[src/rtl/udma_cfg_master.sv]
// APB slave that forwards each access as one request on a one-hot valid/ready config bus.
// Out-of-range targets and responders that never answer complete with pslverr.
module udma_cfg_master #(
  parameter int APB_ADDR_WIDTH = 12,
  parameter int N_TARGETS      = 8,
  parameter int TIMEOUT        = 15
) (
  input  logic                      clk_i,
  input  logic                      rst_i,
  input  logic [APB_ADDR_WIDTH-1:0] apb_paddr_i,
  input  logic [31:0]               apb_pwdata_i,
  input  logic                      apb_pwrite_i,
  input  logic                      apb_psel_i,
  input  logic                      apb_penable_i,
  output logic [31:0]               apb_prdata_o,
  output logic                      apb_pready_o,
  output logic                      apb_pslverr_o,
  output logic [31:0]               cfg_data_o,
  output logic [4:0]                cfg_addr_o,
  output logic                      cfg_rwn_o,
  output logic [N_TARGETS-1:0]      cfg_valid_o,
  input  logic [N_TARGETS*32-1:0]   cfg_data_i,
  input  logic [N_TARGETS-1:0]      cfg_ready_i
);

  localparam int CNT_W = (TIMEOUT > 0) ? $clog2(TIMEOUT + 1) : 1;
  localparam logic [CNT_W-1:0] CNT_LAST = (TIMEOUT > 0) ? CNT_W'(TIMEOUT - 1) : '1;
  localparam logic [CNT_W-1:0] CNT_MAX  = '1;
  localparam logic [4:0] N_TGT = 5'(N_TARGETS);
  localparam logic [APB_ADDR_WIDTH-1:0] DEC_MASK = APB_ADDR_WIDTH'(11'h7FC);

  typedef enum logic [1:0] {IDLE, REQ, DONE} state_t;

  state_t           state;
  logic [CNT_W-1:0] cnt;
  logic [31:0]      rdata;
  logic             error;

  logic        access;
  logic [3:0]  idx_dec;
  logic        idx_ok;
  logic        tgt_ready;
  logic [31:0] tgt_rdata;
  logic        unused_paddr_bits;

  assign access    = apb_psel_i & apb_penable_i;
  assign idx_dec   = apb_paddr_i[10:7];
  assign idx_ok    = ({1'b0, idx_dec} < N_TGT);
  assign unused_paddr_bits = ^(apb_paddr_i & ~DEC_MASK);

  // The registered one-hot valid doubles as the selected target index.
  assign tgt_ready = |(cfg_ready_i & cfg_valid_o);

  always_comb begin
    tgt_rdata = '0;
    for (int i = 0; i < N_TARGETS; i++)
      if (cfg_valid_o[i]) tgt_rdata = cfg_data_i[i*32 +: 32];
  end

  always_ff @(posedge clk_i or posedge rst_i) begin
    if (rst_i) begin
      state       <= IDLE;
      cfg_valid_o <= '0;
      cfg_data_o  <= '0;
      cfg_addr_o  <= '0;
      cfg_rwn_o   <= 1'b1;
      cnt         <= '0;
      rdata       <= '0;
      error       <= 1'b0;
    end else begin
      case (state)
        IDLE: begin
          if (access) begin
            if (idx_ok) begin
              cfg_valid_o <= N_TARGETS'(1) << idx_dec;
              cfg_addr_o  <= apb_paddr_i[6:2];
              cfg_data_o  <= apb_pwdata_i;
              cfg_rwn_o   <= ~apb_pwrite_i;
              cnt         <= '0;
              state       <= REQ;
            end else begin
              error <= 1'b1;
              rdata <= '0;
              state <= DONE;
            end
          end
        end
        REQ: begin
          if (tgt_ready) begin
            cfg_valid_o <= '0;
            rdata       <= cfg_rwn_o ? tgt_rdata : 32'h0;
            error       <= 1'b0;
            state       <= DONE;
          end else if ((TIMEOUT != 0) && (cnt == CNT_LAST)) begin
            cfg_valid_o <= '0;
            rdata       <= '0;
            error       <= 1'b1;
            state       <= DONE;
          end else if (cnt != CNT_MAX) begin
            // Saturate so an unbounded wait never wraps the counter.
            cnt <= cnt + CNT_W'(1);
          end
        end
        DONE:    state <= IDLE;
        default: state <= IDLE;
      endcase
    end
  end

  assign apb_pready_o  = (state == DONE);
  assign apb_pslverr_o = (state == DONE) & error;
  assign apb_prdata_o  = (state == DONE) ? rdata : 32'h0;

endmodule

[config.mk]
export PLATFORM = sky130hd
export DESIGN_NAME = udma_cfg_master
export DESIGN_NICKNAME = d
export VERILOG_FILES = /design/src/rtl/udma_cfg_master.sv
export SDC_FILE = /design/constraint.sdc
export NUM_CORES = 1
export LEC_CHECK = 0
export CORE_AREA = 5 5 148 150
export DETAILED_ROUTE_END_ITERATION = 8
export DIE_AREA = 0 0 153 155
export PLACE_DENSITY = 0.63
export SETUP_SLACK_MARGIN = 0.4
export SYNTH_ARGS = -nofsm -noshare
export SYNTH_HDL_FRONTEND = slang
export SYNTH_SLANG_ARGS = --single-unit
export TNS_END_PERCENT = 20
[constraint.sdc]
create_clock -name clk_i -period 3.05 [get_ports clk_i]
set_clock_uncertainty 0.05 [all_clocks]
set_input_delay 0.61 -clock clk_i [delete_from_list [all_inputs] [get_ports clk_i]]
set_output_delay 0.61 -clock clk_i [all_outputs]
set_load 0.02 [all_outputs]
# Yosys cells after proc, flatten, opt, wreduce, memory -nomap -nowiden
# Index checks and enable logic that the tools add are counted.
# op_classes
reduce_logical	8
bitwise	4
n_addsub	1
n_eq_ne	11
shift	1
muxes	36
magnitude_cmp	1
# op_table
op	count
32-bit 2-to-1 mux	14
32-bit one-hot mux with 2 select lines	1
8-bit 2-to-1 mux	4
4-bit 2-to-1 mux	5
8-bit one-hot mux with 2 select lines	1
2-bit != test (second input constant)	6
8-bit AND	1
2-bit 2-to-1 mux	4
4-bit one-hot mux with 2 select lines	1
4-bit AND reduction	2
8-bit OR reduction	1
1-bit by 4-bit left shift with 8-bit output (first input constant)	1
6-bit AND reduction	1
4-bit by 1-bit adder with 4-bit output (second input constant)	1
4-bit equality test (second input constant)	1
4-bit less-than comparator (second input constant)	1
1-bit 2-to-1 mux	4
4-bit != test (second input constant)	1
2-bit one-hot mux with 2 select lines	1
3-bit != test (second input constant)	1
3-bit AND reduction	1
1-bit AND	2
2-bit by 1-bit equality test with 1-bit output (second input constant)	1
2-bit equality test (second input constant)	1
5 further kinds	5
# word_totals
wordCells	70
out_inout_bits	80
input_bits	313
regBits	85

# Longest topological paths before layout
# Gate-level depths: netlist (run 1).
# depth
depth_word	11
depth_mapped	7
mapped_depth_nobuf	6

# Worst setup path before layout (run 1)
# Ideal clock, no wire load.
# synth_timing
path_kind	register to output
start	register state[1]
end	output apb_prdata_o[22]
n_path_buf	2
setup_slack_ps	974
path_stages_with_launch	6
t_required_ps	2390
t_arrival_ps	1416
cell_sequence	dfrtp_1 -> buf_2 -> inv_1 -> nor2_1 -> clkbuf_1 -> and2_1
# synth_via
elab_chain_cells	2
# synth_rtl
item	line	source
start, declared	34	state_t state;
start signal, assigned	62	state <= IDLE;
start signal, assigned	80	state <= REQ;
start signal, assigned	84	state <= DONE;
2-bit equality test	--	
named net apb_pready_o	16	output logic apb_pready_o,
32-bit 2-to-1 mux	112	assign apb_prdata_o = (state == DONE) ? rdata : 32'h0;
end, declared	15	output logic [31:0] apb_prdata_o,
# The timed path passes the listed nets, and every way through them passes these cells.

# Worst setup path after layout (run 1)
# layout_timing
start	register state[1]
end	output apb_prdata_o[25]
# layout_via
elab_chain_cells	2
# layout_rtl
item	line
2-bit equality test	112
32-bit 2-to-1 mux	112
# No other way between the ends.

==> results of run 1 <==
-- cells in the final DEF, fill, tap and decap left out, types with 9 or more instances in the layout --
| cell type | netlist | routed |
|---|---|---|
| nand2b_1 | 95 | 94 |
| mux2_2 | 46 | 46 |
| a21oi_1 | 35 | 35 |
| clkbuf_16 | 0 | 9 |
| a221oi_1 | 32 | 32 |
| dfrtp_1 | 84 | 78 |
| and2_1 | 34 | 33 |
| a32o_1 | 32 | 32 |
| a22oi_1 | 35 | 35 |
| clkdlybuf4s50_1 | 0 | 382 |
| o2111ai_1 | 34 | 34 |
| buf_4 | 0 | 28 |
| o221ai_1 | 32 | 32 |
-- per-layer routing --
layer | GRT usage [%] | up-vias | routed length [um]
li1 | - | 3012 | -
met1 | 28.12 | 3170 | 11360
met2 | 40.08 | 338 | 14080
met3 | 7.705 | 27 | 2703
met4 | 5.431 | 0 | 428
met5 | 0 | - | 0
-- flip-flops by register name, summed over array words and instances (netlist names) --
signal,cells
cfg_data_o,32
rdata,32
cfg_valid_o,8
cfg_addr_o,5
cnt,4
state,2
cfg_rwn_o,1
error,1
-- power by group through the flow --
stage / combinational, W / clock [W] / sequential (W)
6_report: 0.00443 / 0.00125 / 0.00179
5_1_grt: 0.00475 / 0.00133 / 0.00185
4_1_cts: 0.00447 / 0.00128 / 0.00179
3_5_place_dp: 0.00445 / 0 / 0.00180
3_3_place_gp: 0.00444 / 0 / 0.00179
2_1_floorplan: 0.00219 / 0 / 0.00208
-- final timing paths --
path / to / start / slack, ns
max reg2reg: rdata[31] / cfg_valid_o[3] / 0.86
min reg2reg: rdata[14] / rdata[14] / 0.43
max in group asynchronous: cfg_data_o[12] / rst_i / 1.53
max: apb_prdata_o[25] / state[1] / 0.29
min in group asynchronous: rdata[3] / rst_i / 0.69
min: rdata[14] / rdata[14] / 0.43
-- stage by stage --
stage          area, sq um  setup slack (ns)  utilization (%)  power (W)
2_1_floorplan         5707            0.9743                -   0.004273
3_3_place_gp          9976            0.4054            48.53   0.006228
3_5_place_dp          9976            0.3990            48.53   0.006258
4_1_cts              10300            0.2616            50.09   0.007546
5_1_grt              10300            0.1841            50.12   0.007935
6_report             10300            0.2869            50.12   0.007465
-- logic make-up after synthesis --
| family | after synthesis | synth area share (%) |
|---|---|---|
| adder cells (fa/ha/maj) | 2 | 0.4387 |
| buffers and inverters | 67 | 5.002 |
| AO/OA/AOI/OAI | 210 | 29.79 |
| multiplexers | 47 | 9.259 |
| flip-flops | 85 | 37.32 |
| AND/OR/NAND/NOR | 168 | 18.19 |
-- cell type report --
| cell class | instances | area, sq um |
|---|---|---|
| inverters | 5 | 22.52 |
| repair buffers | 419 | 4139 |
| clock buffers | 9 | 225.2 |
| flip-flops and latches | 85 | 2136 |
| multi-input cells | 427 | 3331 |
| diodes | 1 | 2.502 |
| well taps | 275 | 344.1 |
| fillers | 1918 | 10250 |
| clock inverters | 7 | 102.6 |
-- critical path: stages (launching register included) --
cell and delay (ns):
dfrtp_2 0.46, inv_1 0.13, nor2_2 0.14, buf_4 0.24
and2_1 0.18, clkdlybuf4s50_1 0.60
==> results_dict.tcl, run 1 <==
set metrics [dict create \
    die_w_um 153 \
    dieArea_sq_um 23720 \
    vdd_drop_max_uv 446.4 \
    insertion_delay_ns 0.35 \
    crit_required_ns 2.39 \
    portBuffers 389 \
    synth.distinct_cells 38 \
    worstPathArrival_ns 2.10 \
    overflow 0 \
    synth_area_leaders "dfrtp_1, nand2b_1, mux2_2" \
    post_cts_buffers 0 \
    power_frac_comb_pct 59.4 \
    grt_pass1_wl_um 42690 \
    synth.most_common_cell "nand2b_1" \
    synth_common_cells "nand2b_1, dfrtp_1, mux2_2, clkbuf_1" \
    synth_top_area_cell "dfrtp_1" \
    vias_per_cell 5.331 \
    yosysSeqAreaShare_pct 37.32 \
    ys_async_sr_fraction_pct 100.0 \
    num_vias 6547 \
    ios 393 \
    clk_pin_slew_ns 0.07 \
    slew_violations 0 \
    cts.sinks 85 \
    syn_area_per_cell_sq_um 9.850 \
    dr.pass1.iters 5 \
    crit_path_end_kind "output port" \
    yosysWarnings 0 \
    place.gp.congestion 0.8439 \
    wl_per_cell_um 23.27 \
    synth_top_cell_area_share_pct 36.86 \
    place_hpwl_um 21460 \
    htreeDepth 3 \
    ctsHoldBuffers 0 \
    initial_core_util_pct 27.74 \
    cts_resized 7 \
    totalNegativeSetupSlack_ns 0 \
    area_delta_synth_final_pct 80.65 \
    powerDensity_nw_per_um2 724.6 \
    cp_max_fo 20 \
    postRouteAntennaNets 0 \
    tightest_slew_ns 0.9294 \
    p_sw_share_pct 41.54 \
    track_usage_pct 23.19 \
    hp-class "reg2reg" \
    power_leakage_nw 3.853 \
    antenna_found_initial 1 \
    maxCapViolations 0 \
    slew_headroom_pct 38.04 \
    hold_depth 1 \
    ys.flop_type "dfrtp_1" \
    synth_edf_count 0 \
    drc 0 \
    final_cells 1228 \
    syn_nets 894 \
    rsz0062_at_grt "yes" \
    crit_type "reg2out" \
    grt_pass1_vias 7053 \
    initialDrtViolationCount 345 \
    fmax_mhz 361.9 \
    layout_min_cycle_time_ns 2.763 \
    row_count 53 \
    cts_root_buf "clkbuf_16" \
    synth_area_sq_um 5703 \
    seq_power_share_pct 23.9 \
    syn_inst 579 \
    p_sw_w 0.003101 \
    drive_gt1_share_pct 11.66 \
    p_int_w 0.004364 \
    cts_made_buffers 9 \
    grt_max_degree 46 \
    cts_buffer_depth 2 \
    drt-total-wl_um 28570 \
    die_height_um 155 \
    power_frac_clock_pct 16.7 \
    finalHoldViolations 0 \
    holdWs_ns 0.4328 \
    status "complete, no violations" \
    setup_viol 0 \
    worst-r2r-cell-count 4 \
    nets 1262 \
    period_share_pct 90.59 \
    synth-seq-cells 85 \
    startpoint_type "register" \
    tritoncts "done" \
    placed_cells 1211 \
    core_area_sq_um 20560 \
]
Power figures use the tool's default switching activity.
==> inputs of run 2 (changes only) <==
--- a/config.mk
+++ b/config.mk
@@ -9,7 +9,6 @@
 export DETAILED_ROUTE_END_ITERATION = 8
 export DIE_AREA = 0 0 153 155
 export PLACE_DENSITY = 0.63
-export SETUP_SLACK_MARGIN = 0.4
 export SYNTH_ARGS = -nofsm -noshare
 export SYNTH_HDL_FRONTEND = slang
 export SYNTH_SLANG_ARGS = --single-unit
==> run 2 against run 1 <==
Hold slack barely moved. Cell area fell by 0.46%. Fmax fell by 1.9%. Highest routed layer unchanged. Combinational power fell by 1%. Non-clock buffer count fell by 6. Register-to-register slack got worse by 0.13 ns. Critical path depth did not move. Largest power group unchanged. Clock power fell by 9%. Sequential cell count did not move. Die area did not move. Final cell count fell by 0.49%.
==> results_dict.tcl, run 2 (synthesis gave the netlist of run 1 again) <==
set metrics [dict create \
    slowest_stage "clkdlybuf4s50_1" \
    tightest_slew_ns 0.8699 \
    final_cells 1222 \
    dr.pass1.iters 5 \
    drc 0 \
    dieArea_sq_um 23720 \
    final_cell_mix "clkdlybuf4s50_1, nand2b_1, dfrtp_1, mux2_2" \
    initial_core_util_pct 27.74 \
    nets 1256 \
    overflow 0 \
    slew_violations 0 \
    path_buf_inv 3 \
    worst-r2r-cell-count 5 \
    ff2ff_setup_slack_ns 0.73 \
    grt_pass1_vias 6879 \
    period_share_pct 92.33 \
    status "complete, no violations" \
    hold_depth 1 \
    crit_path_end_kind "output port" \
    min-delay-start "rdata[13]" \
    worstPathCellList "inv_1 > nor2_4 > buf_4 > and2_1 > clkdlybuf4s50_1" \
    final_common_cell "clkdlybuf4s50_1" \
    die_height_um 155 \
    hold_path_end "rdata[13]" \
    cp_max_fo 17 \
    grt_pass1_wl_um 41830 \
    portBuffers 389 \
    worstPathArrival_ns 2.16 \
    postRouteAntennaNets 0 \
    crit_family "buffers and inverters" \
    holdWs_ns 0.4329 \
    rr_endpoint "rdata[1]" \
    cts.sinks 85 \
    initialDrtViolationCount 438 \
    dpl_cell_area_sq_um 9935 \
    grt_max_degree 57 \
    ios 393 \
    hp-class "reg2reg" \
    row_count 53 \
    setup_viol 0 \
    totalNegativeSetupSlack_ns 0 \
    top_regs "cfg_data_o: 32 flops, rdata: 32 flops, cfg_valid_o: 8 flops" \
    final_area_sq_um 10250 \
    insertion_delay_ns 0.35 \
    post_cts_buffers 0 \
    place.gp.congestion 0.8732 \
    drt-total-wl_um 28260 \
    crit_type "reg2out" \
    placed_cells 1205 \
    wl_per_cell_um 23.13 \
    cts_buffer_depth 2 \
    slew_headroom_pct 42.00 \
    tritoncts "done" \
    htreeDepth 3 \
    num_vias 6513 \
    cts_made_buffers 9 \
    antenna_found_initial 1 \
    reg2reg_from "cfg_valid_o[1]" \
    layout_min_cycle_time_ns 2.816 \
    startpoint_type "register" \
    power_leakage_nw 3.767 \
    rsz0062_at_grt "no" \
    cts_root_buf "clkbuf_16" \
    place_hpwl_um 21360 \
    vias_per_cell 5.330 \
    core_area_sq_um 20560 \
    area_delta_synth_final_pct 79.82 \
    crit_required_ns 2.39 \
    maxCapViolations 0 \
    die_w_um 153 \
    clk_pin_slew_ns 0.08 \
    critPathMaxStageDelay_ns 0.67 \
    track_usage_pct 22.78 \
    drive_gt1_share_pct 10.99 \
    fmax_mhz 355.1 \
    finalHoldViolations 0 \
    powerDensity_nw_per_um2 718.5 \
    vdd_drop_max_uv 472.9 \
]
[run 2: power by group]
group / internal [W] / switching (W)
clock: 0.000588 / 0.000554
sequential: 0.00152 / 0.000332
combinational: 0.00210 / 0.00228
[run 2: worst max-delay path by stage]
stage          slack [ns]         endpoint  cells past startpoint           start
3_3_place_gp         0.43        rdata[31]                      5  cfg_ready_i[6]
6_report             0.23  apb_prdata_o[1]                      5        state[1]
3_5_place_dp         0.42        rdata[31]                      5  cfg_ready_i[0]
2_1_floorplan        0.20    cfg_addr_o[0]                      1           rst_i
5_1_grt              0.11  apb_prdata_o[0]                      5        state[1]
4_1_cts              0.10  apb_prdata_o[1]                      5        state[1]
[run 2: through the flow]
step	total power, W	utilization (%)	setup slack [ns]
CTS	0.007489	49.87	0.1008
global placement	0.006269	48.33	0.4344
detailed placement	0.006288	48.33	0.4194
floorplan	0.004273	-	0.1982
finish	0.007368	49.88	0.2340
global route	0.007871	49.88	0.1062
[run 2: metal layers]
| metal | track usage, % | vias to the layer above | part of all wire (%) |
|---|---|---|---|
| met3 | 8.039 | 25 | 9.8 |
| met5 | 0 | - | 0 |
| met4 | 5.218 | 0 | 1.4 |
| met2 | 39.98 | 343 | 49 |
| met1 | 26.89 | 3144 | 39 |
| li1 | - | 3001 | - |
[run 2: final cells by class]
| cell class | instances | area [sq um] |
|---|---|---|
| well taps | 275 | 344.1 |
| inverters | 5 | 21.27 |
| repair buffers | 413 | 4099 |
| clock buffers | 9 | 225.2 |
| clock inverters | 7 | 91.34 |
| fillers | 1937 | 10300 |
| diodes | 1 | 2.502 |
| flip-flops and latches | 85 | 2136 |
| multi-input cells | 427 | 3336 |
[run 2: repair_timing]
item,CTS,global route
setup endpoints to repair,0,3
hold buffers,0,0
gates resized for setup,0,1
==> inputs of run 3 (changes only) <==
--- a/config.mk
+++ b/config.mk
@@ -6,6 +6,7 @@
 export NUM_CORES = 1
 export LEC_CHECK = 0
 export CORE_AREA = 5 5 148 150
+export CTS_CLUSTER_DIAMETER = 40
 export DETAILED_ROUTE_END_ITERATION = 8
 export DIE_AREA = 0 0 153 155
 export PLACE_DENSITY = 0.63
==> results of run 3 <==
Same layout as run 2: the final DEF is identical, and so are final timing and power.
